## src/rtl/mem_arb_pkg.sv

```systemverilog
// mem_arb_pkg: shared FSM encoding, requester ids and ROM boundary for the memory bus arbiter
package mem_arb_pkg;
  typedef enum logic [1:0] {
    IDLE = 2'd0,
    ADDR = 2'd1,
    DATA = 2'd2
  } state_t;
  localparam logic ID_CPU = 1'b0;
  localparam logic ID_DMA = 1'b1;
  localparam logic [7:0] ROM_LAST = 8'h7F;
endpackage

```

## src/rtl/mem_arb_select.sv

```systemverilog
// mem_arb_select: CPU-priority winner selection with a DMA starvation counter
module mem_arb_select
  import mem_arb_pkg::*;
#(
  parameter int STARVE_LIMIT = 3
) (
  input  logic clk,
  input  logic rst,
  input  logic cpu_req,
  input  logic dma_req,
  input  logic take,
  output logic win
);
  localparam int W = $clog2(STARVE_LIMIT + 2);
  localparam logic [W-1:0] LIMIT = W'(STARVE_LIMIT);
  logic [W-1:0] starve_cnt;
  // DMA wins when the CPU is idle or the CPU has used up its run of grants
  always_comb win = (dma_req && (!cpu_req || starve_cnt == LIMIT)) ? ID_DMA : ID_CPU;
  // count CPU grants taken while DMA waits, saturating at the limit
  always_ff @(posedge clk or posedge rst)
    if (rst) starve_cnt <= '0;
    else if (!dma_req || (take && win == ID_DMA)) starve_cnt <= '0;
    else if (take && starve_cnt != LIMIT) starve_cnt <= starve_cnt + W'(1);
endmodule

```

## src/rtl/mem_bus_arbiter.sv

```systemverilog
// mem_bus_arbiter: two-requester memory bus arbiter; MEM_ARB_WRITE_PROTECT_EN blocks ROM writes and flags err
module mem_bus_arbiter
  import mem_arb_pkg::*;
#(
  parameter int STARVE_LIMIT = 3
) (
  input  logic       clk,
  input  logic       rst,
  input  logic       cpu_req,
  input  logic       cpu_write_en,
  input  logic [7:0] cpu_address,
  input  logic [7:0] cpu_data_in,
  output logic       cpu_ack,
  output logic [7:0] cpu_data_out,
  input  logic       dma_req,
  input  logic       dma_write_en,
  input  logic [7:0] dma_address,
  input  logic [7:0] dma_data_in,
  output logic       dma_ack,
  output logic [7:0] dma_data_out,
  output logic [7:0] mem_address,
  output logic [7:0] mem_data_in,
  output logic       mem_write_en,
  input  logic [7:0] mem_data_out,
  output logic       busy,
  output logic       err
);
  state_t state, state_nxt;
  logic take, win, owner, we_q, prot;
  logic [7:0] addr_q, wdata_q, cpu_q, dma_q;
  assign take = state != ADDR && (cpu_req || dma_req);
  mem_arb_select #(.STARVE_LIMIT(STARVE_LIMIT)) u_select (
    .clk(clk),
    .rst(rst),
    .cpu_req(cpu_req),
    .dma_req(dma_req),
    .take(take),
    .win(win)
  );
  // state register
  always_ff @(posedge clk or posedge rst)
    if (rst) state <= IDLE;
    else state <= state_nxt;
  // ADDR always advances to DATA; any pending request starts a new access from IDLE or DATA
  always_comb state_nxt = state == ADDR ? DATA : take ? ADDR : IDLE;
  // latch the winner's fields when an access is granted
  always_ff @(posedge clk or posedge rst)
    if (rst) begin
      owner   <= ID_CPU;
      we_q    <= 1'b0;
      addr_q  <= '0;
      wdata_q <= '0;
    end else if (take) begin
      owner   <= win;
      we_q    <= win ? dma_write_en : cpu_write_en;
      addr_q  <= win ? dma_address : cpu_address;
      wdata_q <= win ? dma_data_in : cpu_data_in;
    end
  // keep each requester's last returned data between its acks
  always_ff @(posedge clk or posedge rst)
    if (rst) begin
      cpu_q <= '0;
      dma_q <= '0;
    end else if (state == DATA) begin
      if (owner == ID_DMA) dma_q <= mem_data_out;
      else cpu_q <= mem_data_out;
    end
`ifdef MEM_ARB_WRITE_PROTECT_EN
  assign prot = we_q && addr_q <= ROM_LAST;
`else
  assign prot = 1'b0;
`endif
  // bus and completion outputs follow the current phase; data_out shows the live bus during its ack
  always_comb begin
    busy         = state != IDLE;
    mem_address  = state == ADDR ? addr_q : '0;
    mem_data_in  = state == ADDR ? wdata_q : '0;
    mem_write_en = state == ADDR && we_q && !prot;
    cpu_ack      = state == DATA && owner == ID_CPU;
    dma_ack      = state == DATA && owner == ID_DMA;
    cpu_data_out = cpu_ack ? mem_data_out : cpu_q;
    dma_data_out = dma_ack ? mem_data_out : dma_q;
    err          = state == DATA && prot;
  end
endmodule

```

## config.mk

```make
export PLATFORM = sky130hd
export DESIGN_NAME = mem_bus_arbiter
export DESIGN_NICKNAME = d
export VERILOG_FILES = /design/src/rtl/mem_arb_pkg.sv /design/src/rtl/mem_arb_select.sv /design/src/rtl/mem_bus_arbiter.sv
export SDC_FILE = /design/constraint.sdc
export NUM_CORES = 1
export LEC_CHECK = 0
export CAP_MARGIN = 5
export CORE_AREA = 2 2 70 72
export CTS_BUF_LIST = sky130_fd_sc_hd__clkbuf_4 sky130_fd_sc_hd__clkbuf_8 sky130_fd_sc_hd__clkbuf_16
export CTS_CLUSTER_SIZE = 16
export DETAILED_ROUTE_END_ITERATION = 6
export DIE_AREA = 0 0 72 74
export MAX_ROUTING_LAYER = met4
export PLACE_DENSITY_LB_ADDON = 0.1
export SLEW_MARGIN = 15
export SYNTH_ARGS = -nofsm -noshare
export SYNTH_HDL_FRONTEND = slang
export SYNTH_HIERARCHICAL = 1
export SYNTH_SLANG_ARGS = --single-unit
```

## constraint.sdc

```tcl
create_clock -name clk -period 5.8 [get_ports clk]
set_input_delay 1.45 -clock clk [delete_from_list [all_inputs] [get_ports clk]]
set_output_delay 1.45 -clock clk [all_outputs]
set_load 0.02 [all_outputs]
```

# ---- Word level (Yosys, flattened, before mapping)
# Cells that the tools add are included.
dict set report word_totals {
  word_cells 43
  register_bits 39
  in_bits 46
  out_inout_bits 37
}
dict set report classes {
  eq_ne 5
  add_sub_neg 1
  bitwise_logic 1
  reduce_logical 16
  n_mux 12
}
# op count
set ops {}
lappend ops {{two-way mux 8 bit} 6}
lappend ops {{logical AND 1 bit} 7}
lappend ops {{two-way mux 3 bit} 2}
lappend ops {{AND reduction 2 bit} 2}
lappend ops {{nonzero test 2 bit} 2}
lappend ops {{adder 3 x 1 -> 3 bit (second input constant)} 1}
lappend ops {{== test 3 x 2 -> 1 bit (second input constant)} 1}
lappend ops {{logical OR 1 bit} 3}
lappend ops {{two-way mux 1 bit} 3}
lappend ops {{!= test 3 x 2 -> 1 bit (second input constant)} 1}
lappend ops {{== test 2 x 1 -> 1 bit (second input constant)} 1}
lappend ops {{== test 2 bit (second input constant)} 1}
lappend ops {{logical NOT 1 bit} 2}
lappend ops {{two-way mux 2 bit} 1}
lappend ops {{!= test 2 x 1 -> 1 bit (second input constant)} 1}
lappend ops {{NOT 1 bit} 1}

# ---- Depth between registers and ports, before layout
# Gate-level depths: netlist (run 1).
dict set report logic_depth {
  depth_word 7
  depth_mapped 8
  mapped_depth_nobuf 6
}

# ---- Hierarchy
# The synthesis (run 1) kept the hierarchy.
# mod area_each_um2 cells_per_inst n_inst seq_area_each_um2
set by_module_without_submodules {}
lappend by_module_without_submodules {mem_bus_arbiter 1833.0 127 1 900.9}
lappend by_module_without_submodules {mem_arb_select 195.2 18 1 75.1}

# ---- Worst setup path before layout (run 1)
# OpenSTA, ideal clock, no wires.
dict set report synth_timing {
  path_kind {input to output}
  from {in mem_data_out[6]}
  to {out cpu_data_out[6]}
  required_time_ns 4.350
  t_arrival_ns 1.831
  cell_stages 1
  path_buffers 0
  setup_slack_ns 2.519
  path_cell_list {mux2_1}
}
dict set report synth_between {
  elab_chain_len 1
}
# element line
set synth_lines {}
lappend synth_lines {{start: declaration} mem_bus_arbiter.sv:24} ;# input logic [7:0] mem_data_out,
lappend synth_lines {{two-way mux 8 bit} mem_bus_arbiter.sv:81} ;# cpu_data_out = cpu_ack ? mem_data_out : cpu_q;
lappend synth_lines {{end: declaration} mem_bus_arbiter.sv:14} ;# output logic [7:0] cpu_data_out,
# No other way between the ends.

# ---- Worst setup path in the final report (run 1)
dict set report layout_timing {
  from {in mem_data_out[1]}
  to {out cpu_data_out[1]}
}
# Same word-level chain as after synthesis.

==> results of run 1 <==
-- kinds of logic after synthesis --
family / after synthesis / share of synthesized area, %
other cells: 1 / 0.185
mux: 58 / 33.9
buf+inv: 12 / 3.76
fa+ha+maj: 2 / 1.23
compound gates: 4 / 1.48
flops: 39 / 48.1
simple gates: 29 / 11.4
-- synthesized netlist by cell type (2+ instances only) --
cell type and n:
dfrtp_1 39, mux2_1 9, and2_1 17, and4bb_1 2, buf_6 3, inv_1 5
buf_4 2, a21boi_0 2, mux2_2 40, ha_1 2, o21a_1 2, mux2_4 9
-- layout by cell type (no fill, tap or decap) --
| cell type | count |
|---|---|
| clkdlybuf4s50_1 | 81 |
| mux2_2 | 40 |
| dfrtp_1 | 39 |
| and2_1 | 17 |
| mux2_4 | 9 |
| mux2_1 | 9 |
| inv_1 | 5 |
| clkbuf_8 | 5 |
| and4bb_1 | 2 |
| o21a_1 | 2 |
| ha_1 | 2 |
| nor2b_4 | 1 |
| nor2_1 | 1 |
| nor2_8 | 1 |
| nand3b_1 | 1 |
| nor3b_4 | 1 |
| or2_2 | 1 |
| conb_1 | 1 |
| clkinvlp_4 | 1 |
| clkinv_2 | 1 |
| clkbuf_4 | 1 |
| buf_4 | 1 |
| nand4b_1 | 1 |
| nand2b_1 | 1 |
| a21boi_0 | 1 |
| and2b_1 | 1 |
| a21boi_2 | 1 |
| nor2b_1 | 1 |
-- metrics by stage --
| stage | hold slack [ns] | instance area (um^2) | worst slack [ns] |
|---|---|---|---|
| final | 0.489 | 2950 | 1.60 |
| after global routing | 0.505 | 2950 | 1.56 |
| after CTS | 0.493 | 2950 | 1.59 |
| after detailed placement | 0.473 | 2860 | 1.59 |
| after global placement | 0.465 | 2860 | 1.60 |
| after floorplan | 0.450 | 2030 | 2.52 |
-- worst max-delay path: cells and delay by family --
kind / cells / cell delay (ns)
mux: 1 / 0.31
buf+inv: 2 / 0.99
-- layout make-up --
class,count,share of cell area [%]
Multi-Input combinational cell,94,33.2
Sequential cell,39,33.1
Timing Repair Buffer,82,27.7
Clock buffer,6,2.59
Tap cell,54,2.29
Inverter,5,0.636
Clock inverter,2,0.424
-- power breakdown --
group,total [mW],leakage (nW),switching [mW],internal (mW)
clock network,0.185,0.0446,0.0958,0.0887
logic,0.770,0.731,0.347,0.423
registers,0.457,0.463,0.0588,0.399
total,1.41,1.24,0.501,0.911
-- registers in the layout, indices dropped and copies added, names as in the netlist --
name,count
we_q,1
owner,1
wdata_q,8
u_select/starve_cnt,3
dma_q,8
cpu_q,8
state,2
addr_q,8
-- layer usage --
metal / up-vias / track usage [%]
met5: - / -
met4: 0 / 6.92
met3: 13 / 4.47
met2: 53 / 30.3
met1: 680 / 19.2
li1: 668 / -
-- final timing paths --
| kind | end | from | cells past startpoint |
|---|---|---|---|
| setup / recovery | cpu_data_out[1] | mem_data_out[1] | 3 |
| hold / removal | cpu_q[6]$_DFFE_PP0P_ | cpu_q[6]$_DFFE_PP0P_ | 1 |
| setup reg to reg | wdata_q[1]$_DFFE_PP0P_ | u_select/starve_cnt[0]$_DFFE_PP0P_ | 6 |
| hold reg to reg | cpu_q[6]$_DFFE_PP0P_ | cpu_q[6]$_DFFE_PP0P_ | 1 |
| max in group asynchronous | addr_q[4]$_DFFE_PP0P_ | rst | 3 |
| min in group asynchronous | u_select/starve_cnt[1]$_DFFE_PP0P_ | rst | 2 |
==> results.json, run 1 <==
{
  "placedCellCount": 274,
  "clock.fmax_mhz": 238,
  "cp_common_cell": "clkdlybuf4s50_1",
  "numCtsBuffers": 5,
  "dieArea_mm2": 0.00533,
  "grt_pass1_wl_mm": 6.87,
  "area_delta_synth_final_pct": 45.4,
  "synth_nets": 193,
  "synth_area_leaders": "dfrtp_1 48%, mux2_2 22%, mux2_4 6.7%",
  "power.total_mw": 1.41,
  "first_global_vias": 1501,
  "cap_violations": 0,
  "crit_chain": "clkdlybuf4s50_1, mux2_1, clkdlybuf4s50_1",
  "cts.htree.levels": 2,
  "syn_area_mm2": 0.00203,
  "diodes": 0,
  "route.met3.wl_um": 246,
  "antenna_found_initial": 0,
  "ir_worst_vdd_v": 0.000221,
  "grt_use_total_pct": 17.4,
  "criticalPathCategory": "in -> out",
  "finClkSkew_ns": 0.00263,
  "die_h_um": 74,
  "viasPerCell": 5.01,
  "slowest_delay_ns": 0.55,
  "dr_total_vias": 1414,
  "routedWlPerCell_um": 15.2,
  "ys_seq_area_share_pct": 48.1,
  "finalSetupViolations": 0,
  "synthArstFlopShare_pct": 100,
  "fill_cells": 339,
  "synthCells": 145,
  "yosysTopAreaCellShare_pct": 48.1,
  "cts_tree": "done",
  "p_leak_nw": 1.24,
  "final.period_utilization_pct": 72.4,
  "core_mm2": 0.00460,
  "worstMarginPinSlew_ns": 1.02,
  "status": "completed",
  "clk_pin_slew_ns": 0.08,
  "synth-seq-cells": 39,
  "cts.sinks": 39,
  "synth-main-ff-cell": "dfrtp_1",
  "overflow": 0,
  "yosys_warnings": 6,
  "drt_first_pass_iters": 2,
  "clock_latency_ns": 0.29,
  "multiInputGateArea_um2": 980,
  "hold_viol_final": 0,
  "drcViolationCount": 0,
  "grt_start_max_net_pins": 37,
  "worstPathRequired_ns": 4.35,
  "ant_nets": 0,
  "fin_crit_ns": 4.20,
  "hpwlAfterDp_mm": 3.16,
  "clockBufferDepth": 2,
  "syn_avg_cell_area_um2": 14.0,
  "crit_arrival_ns": 2.75,
  "top_layer_used": "met4",
  "gp_congestion": 0.750,
  "startpoint_type": "input port",
  "die_w_um": 72,
  "ys_types": 25,
  "postCtsSetupBuffers": 0,
  "critPathMaxFanout": 3,
  "r2r_slack_ns": 3.42,
  "slew_headroom_pct": 31.7,
  "final_cells": 282,
  "cts_resized": 0,
  "wl_met2_mm": 2.22,
  "port_buffers": 81,
  "cts-root-buf": "clkbuf_8",
  "rsz0062_at_grt": "no",
  "drive_gt1_share_pct": 27.6,
  "slowest_stage": "clkdlybuf4s50_1",
  "drt_iter0_drc": 24,
  "met1_length_mm": 1.73,
  "synth-edff-count": 0,
  "power_density_mw_per_mm2": 479,
  "start_util_pct": 44.1,
  "synth_top_area_cell": "dfrtp_1",
  "cts_hold_buf": 0,
  "ios": 83,
  "slew_viol_final": 0,
  "final.setup.tns_ns": 0,
  "finalNetCount": 275,
  "seqCellArea_um2": 976,
  "postRouteWirelength_mm": 4.29,
  "row_count": 25,
  "hp-class": "reg -> reg",
  "fin_util_pct": 64.1,
  "endpoint_kind": "primary output"
}
(Power assumes the default switching activity.)
==> inputs of run 2 (changes only) <==
--- a/config.mk
+++ b/config.mk
@@ -6,11 +6,11 @@
 export NUM_CORES = 1
 export LEC_CHECK = 0
 export CAP_MARGIN = 5
-export CORE_AREA = 2 2 70 72
+export CORE_AREA = 2 2 76 78
 export CTS_BUF_LIST = sky130_fd_sc_hd__clkbuf_4 sky130_fd_sc_hd__clkbuf_8 sky130_fd_sc_hd__clkbuf_16
 export CTS_CLUSTER_SIZE = 16
 export DETAILED_ROUTE_END_ITERATION = 6
-export DIE_AREA = 0 0 72 74
+export DIE_AREA = 0 0 78 80
 export MAX_ROUTING_LAYER = met4
 export PLACE_DENSITY_LB_ADDON = 0.1
 export SLEW_MARGIN = 15
==> constraint.sdc (replaced) <==
create_clock -name clk -period 3.5 [get_ports clk]
set_input_delay 0.875 -clock clk [delete_from_list [all_inputs] [get_ports clk]]
set_output_delay 0.875 -clock clk [all_outputs]
set_load 0.02 [all_outputs]
==> results.json, run 2 (synthesis gave the netlist of run 1 again) <==
{
  "overflow": 0,
  "gp_congestion": 0.756,
  "cts_tree": "done",
  "dpl_worst_slack_ns": 0.436,
  "drt_first_pass_iters": 4,
  "final_area_mm2": 0.00299,
  "final.setup.tns_ns": 0,
  "clock.fmax_mhz": 315,
  "dpl_cell_area_mm2": 0.00291,
  "ir_worst_vdd_v": 0.000369,
  "reg2reg_depth": 7,
  "grt_pass1_wl_mm": 7.55,
  "die_w_um": 78,
  "ant_nets": 0,
  "clockBufferDepth": 2,
  "postCtsSetupBuffers": 0,
  "cts_resized": 0,
  "grt_start_max_net_pins": 26,
  "finalNetCount": 278,
  "holdPathStages": 1,
  "layout_commonest_cell": "clkdlybuf4s50_1",
  "critPathMaxFanout": 9,
  "rsz0062_at_grt": "no",
  "grt_use_total_pct": 15.9,
  "cts_hold_buf": 0,
  "top_layer_used": "met4",
  "numCtsBuffers": 5,
  "final_cells": 302,
  "drive_gt1_share_pct": 28.3,
  "slowest_delay_ns": 0.54,
  "first_global_vias": 1599,
  "finClkSkew_ns": 0.00644,
  "port_buffers": 81,
  "final_cell_mix": "81 x clkdlybuf4s50_1, 40 x mux2_2, 39 x dfrtp_1",
  "crit_chain": "nor3b_4, buf_4, mux2_1, clkdlybuf4s50_1",
  "status": "completed",
  "viasPerCell": 4.61,
  "cts-root-buf": "clkbuf_8",
  "power.total_mw": 2.35,
  "diodes": 0,
  "hpwlAfterDp_mm": 3.36,
  "drcViolationCount": 0,
  "p_leak_nw": 1.26,
  "fin_crit_ns": 3.17,
  "dieArea_mm2": 0.00624,
  "startpoint_type": "flip-flop",
  "ios": 83,
  "criticalPathCategory": "reg -> out",
  "slew_viol_final": 0,
  "finalSetupViolations": 0,
  "die_h_um": 80,
  "clock_latency_ns": 0.29,
  "worstMarginPinSlew_ns": 0.666,
  "met1_length_mm": 1.77,
  "drt_iter0_drc": 41,
  "cap_violations": 0,
  "placedCellCount": 295,
  "power_density_mw_per_mm2": 784,
  "clk_pin_slew_ns": 0.07,
  "core_mm2": 0.00541,
  "worst_slack_ns": 0.330,
  "hold_viol_final": 0,
  "slew_headroom_pct": 55.6,
  "hp-class": "reg -> reg",
  "dr_total_vias": 1392,
  "final.period_utilization_pct": 90.6,
  "start_util_pct": 37.5,
  "row_count": 27,
  "area_delta_synth_final_pct": 47.6,
  "route.met3.wl_um": 202,
  "wl_met2_mm": 2.32,
  "postRouteWirelength_mm": 4.41,
  "cts.sinks": 39,
  "antenna_found_initial": 0,
  "endpoint_kind": "primary output",
  "routedWlPerCell_um": 14.6,
  "slowest_stage": "clkdlybuf4s50_1",
  "worstPathRequired_ns": 2.62,
  "cts.htree.levels": 2,
  "crit_arrival_ns": 2.30
}
[run 2: changes by cell type in the layout (fill, tap and decap cells not counted)]
cell	delta
clkinvlp_4	-1
clkbuf_4	-1
clkbuf_8	+1
buf_4	+3
[run 2: layout make-up]
type	count	area, um^2
Sequential cell	39	976
Tap cell	72	90.1
Inverter	5	18.8
Clock buffer	6	82.6
Clock inverter	1	5.00
Timing Repair Buffer	85	841
Multi-Input combinational cell	94	980
Fill cell	472	2410
[run 2: stage by stage]
stage	hold WS [ns]	util [%]
finish	0.497	55.4
detailed placement	0.480	53.8
global placement	0.466	53.8
floorplan	0.450	-
global route	0.512	55.4
CTS	0.497	55.4
[run 2: layer usage]
layer  vias to the layer above  track usage (%)
met5                         -                -
met4                         0             7.19
met3                        11             3.05
met2                        48             26.9
met1                       666             18.5
li1                        667                -
[run 2: power by group]
group	total, mW	switching (mW)	internal (mW)
Clock	0.304	0.150	0.155
Sequential	0.757	0.0966	0.661
Combinational	1.28	0.574	0.709
[run 2: worst max-delay path: cells and delay by family (launching register included)]
| kind | cells | cell delay, ns |
|---|---|---|
| and+or+nand+nor | 1 | 0.44 |
| muxes | 1 | 0.33 |
| buffers and inverters | 2 | 0.80 |
| DFF | 1 | 0.43 |
[run 2: path summary, 6_finish.rpt]
| check | slack [ns] | to | from |
|---|---|---|---|
| max | 0.33 | cpu_data_out[5] | state[1]$_DFF_PP0_ |
| min in group asynchronous | 0.79 | u_select/starve_cnt[0]$_DFFE_PP0P_ | rst |
| min reg2reg | 0.50 | cpu_q[1]$_DFFE_PP0P_ | cpu_q[1]$_DFFE_PP0P_ |
| max in group asynchronous | 1.76 | addr_q[6]$_DFFE_PP0P_ | rst |
| min | 0.50 | cpu_q[1]$_DFFE_PP0P_ | cpu_q[1]$_DFFE_PP0P_ |
| max reg2reg | 1.62 | addr_q[6]$_DFFE_PP0P_ | u_select/starve_cnt[0]$_DFFE_PP0P_ |
==> inputs of run 3 (changes only) <==
--- a/config.mk
+++ b/config.mk
@@ -8,11 +8,11 @@
 export CAP_MARGIN = 5
 export CORE_AREA = 2 2 76 78
 export CTS_BUF_LIST = sky130_fd_sc_hd__clkbuf_4 sky130_fd_sc_hd__clkbuf_8 sky130_fd_sc_hd__clkbuf_16
-export CTS_CLUSTER_SIZE = 16
 export DETAILED_ROUTE_END_ITERATION = 6
 export DIE_AREA = 0 0 78 80
 export MAX_ROUTING_LAYER = met4
 export PLACE_DENSITY_LB_ADDON = 0.1
+export REMOVE_ABC_BUFFERS = 1
 export SLEW_MARGIN = 15
 export SYNTH_ARGS = -nofsm -noshare
 export SYNTH_HDL_FRONTEND = slang
==> results.json, run 3 (synthesis gave the netlist of run 1 again) <==
{
  "status": "completed",
  "crit_chain": "clkdlybuf4s50_1, mux2_1, clkdlybuf4s50_1",
  "drive_gt1_share_pct": 28.6,
  "reg2reg_depth": 7,
  "ant_nets": 0,
  "final.setup.tns_ns": 0,
  "dpl_worst_slack_ns": 0.434,
  "cts.htree.levels": 2,
  "power_density_mw_per_mm2": 819,
  "drt_first_pass_iters": 6,
  "antenna_found_initial": 0,
  "intPower_mw": 1.65,
  "p_leak_nw": 1.27,
  "r2r-end": "addr_q[6]$_DFFE_PP0P_",
  "placedCellCount": 295,
  "routedWlPerCell_um": 15.0,
  "finalSetupViolations": 0,
  "power.total_mw": 2.49,
  "slowest_stage": "clkdlybuf4s50_1",
  "cap_violations": 0,
  "slew_viol_final": 0,
  "numCtsBuffers": 5,
  "hold_viol_final": 0,
  "cts_tree": "done",
  "finClkSkew_ns": 0.00598,
  "ir_worst_vdd_v": 0.000342,
  "core_mm2": 0.00541,
  "critPathMaxFanout": 3,
  "power_frac_seq_pct": 30.5,
  "viasPerCell": 4.69,
  "finalNetCount": 278,
  "startpoint_type": "input port",
  "r2r_slack_ns": 1.30,
  "pwr-share-comb_pct": 51.6,
  "worst_slack_ns": 0.432,
  "clk_pin_slew_ns": 0.07,
  "r2r-start": "u_select/starve_cnt[1]$_DFFE_PP0P_",
  "hp-class": "reg -> reg",
  "fin_crit_ns": 3.07,
  "slew_headroom_pct": 48.1,
  "clock_latency_ns": 0.29,
  "drcViolationCount": 0,
  "cts-root-buf": "clkbuf_8",
  "final_cell_mix": "81 x clkdlybuf4s50_1, 40 x mux2_2, 39 x dfrtp_1",
  "grt_start_max_net_pins": 26,
  "postCtsSetupBuffers": 0,
  "port_buffers": 81,
  "first_global_vias": 1587,
  "worstPathRequired_ns": 2.62,
  "dr_total_vias": 1421,
  "drt_iter0_drc": 26,
  "clockBufferDepth": 2,
  "clkPwrFrac_pct": 17.9,
  "rsz0062_at_grt": "no",
  "holdPathStages": 1,
  "cts_resized": 0,
  "clock.fmax_mhz": 326,
  "row_count": 27,
  "criticalPathCategory": "in -> out",
  "dieArea_mm2": 0.00624,
  "area_delta_synth_final_pct": 50.0,
  "die_w_um": 78,
  "switching_share_pct": 33.6,
  "power.switching_mw": 0.837,
  "cts_hold_buf": 0,
  "ios": 83,
  "overflow": 0,
  "hpwlAfterDp_mm": 3.43,
  "grt_pass1_wl_mm": 7.45,
  "worstMarginPinSlew_ns": 0.777,
  "final.period_utilization_pct": 87.7,
  "diodes": 0,
  "holdPathEnd": "cpu_q[1]$_DFFE_PP0P_",
  "endpoint_kind": "primary output",
  "start_util_pct": 37.5,
  "die_h_um": 80,
  "cp_common_cell": "clkdlybuf4s50_1",
  "fill_cells": 470,
  "gp_congestion": 0.641,
  "grt_use_total_pct": 15.6,
  "postRouteWirelength_mm": 4.53,
  "final_cells": 303,
  "slowest_delay_ns": 0.54,
  "holdCritStartpoint": "cpu_q[1]$_DFFE_PP0P_",
  "layout_commonest_cell": "clkdlybuf4s50_1",
  "crit_arrival_ns": 2.19,
  "cts.sinks": 39
}
==> run 3: cell types whose count changed in the layout (fill, tap and decap cells not counted) <==
cell	previous run	this run
bufinv_16	0	2
clkbuf_8	6	5
clkinvlp_4	0	1
clkinv_2	1	0
==> run 3: worst max path at each step <==
stage                                  start                    end  slack, ns  cells after the start
final                        mem_data_out[4]        cpu_data_out[4]       0.43                      3
after global routing      state[0]$_DFF_PP0_        dma_data_out[7]       0.36                      3
after CTS                    mem_data_out[4]        cpu_data_out[4]       0.43                      3
after detailed placement     mem_data_out[4]        cpu_data_out[4]       0.43                      3
after global placement       mem_data_out[4]        cpu_data_out[4]       0.46                      3
after floorplan                      dma_req  addr_q[0]$_DFFE_PP0P_       0.48                      3
==> run 3: layer usage <==
layer | up-vias | GRT usage [%] | routed length, um | share of wire (%)
met5 | - | - | 0 | 0
li1 | 670 | - | - | -
met1 | 690 | 17.0 | 1760 | 39
met2 | 54 | 28.1 | 2420 | 53
met4 | 0 | 5.79 | 70 | 1.5
met3 | 7 | 3.39 | 277 | 6.1
==> run 3: critical path, delay by kind of cell <==
kind	cells	cell delay, ns
buffers and inverters	2	1.00
muxes	1	0.32
==> run 3: metrics by stage <==
stage | hold slack (ns) | util (%) | cell area [um^2]
final | 0.484 | 56.3 | 3040
after global routing | 0.518 | 56.3 | 3040
after CTS | 0.488 | 56.3 | 3040
after detailed placement | 0.470 | 53.8 | 2910
after global placement | 0.464 | 53.8 | 2910
after floorplan | 0.450 | - | 1970
==> run 3: layout make-up <==
class	instances	area [um^2]	area share [%]
multi-input combinational	94	980	32.2
sequential	39	976	32.1
timing repair buffer	85	841	27.6
tap	72	90.1	2.96
clock buffer	5	68.8	2.26
clock inverter	3	67.6	2.22
inverter	5	18.8	0.617
==> run 3: power by group through the flow <==
stage / Clock (mW) / Combinational, mW / Sequential, mW
after floorplan: 0 / 0.772 / 0.735
after global placement: 0 / 1.28 / 0.753
after detailed placement: 0 / 1.30 / 0.771
after CTS: 0.462 / 1.31 / 0.763
after global routing: 0.481 / 1.37 / 0.786
final: 0.446 / 1.29 / 0.760
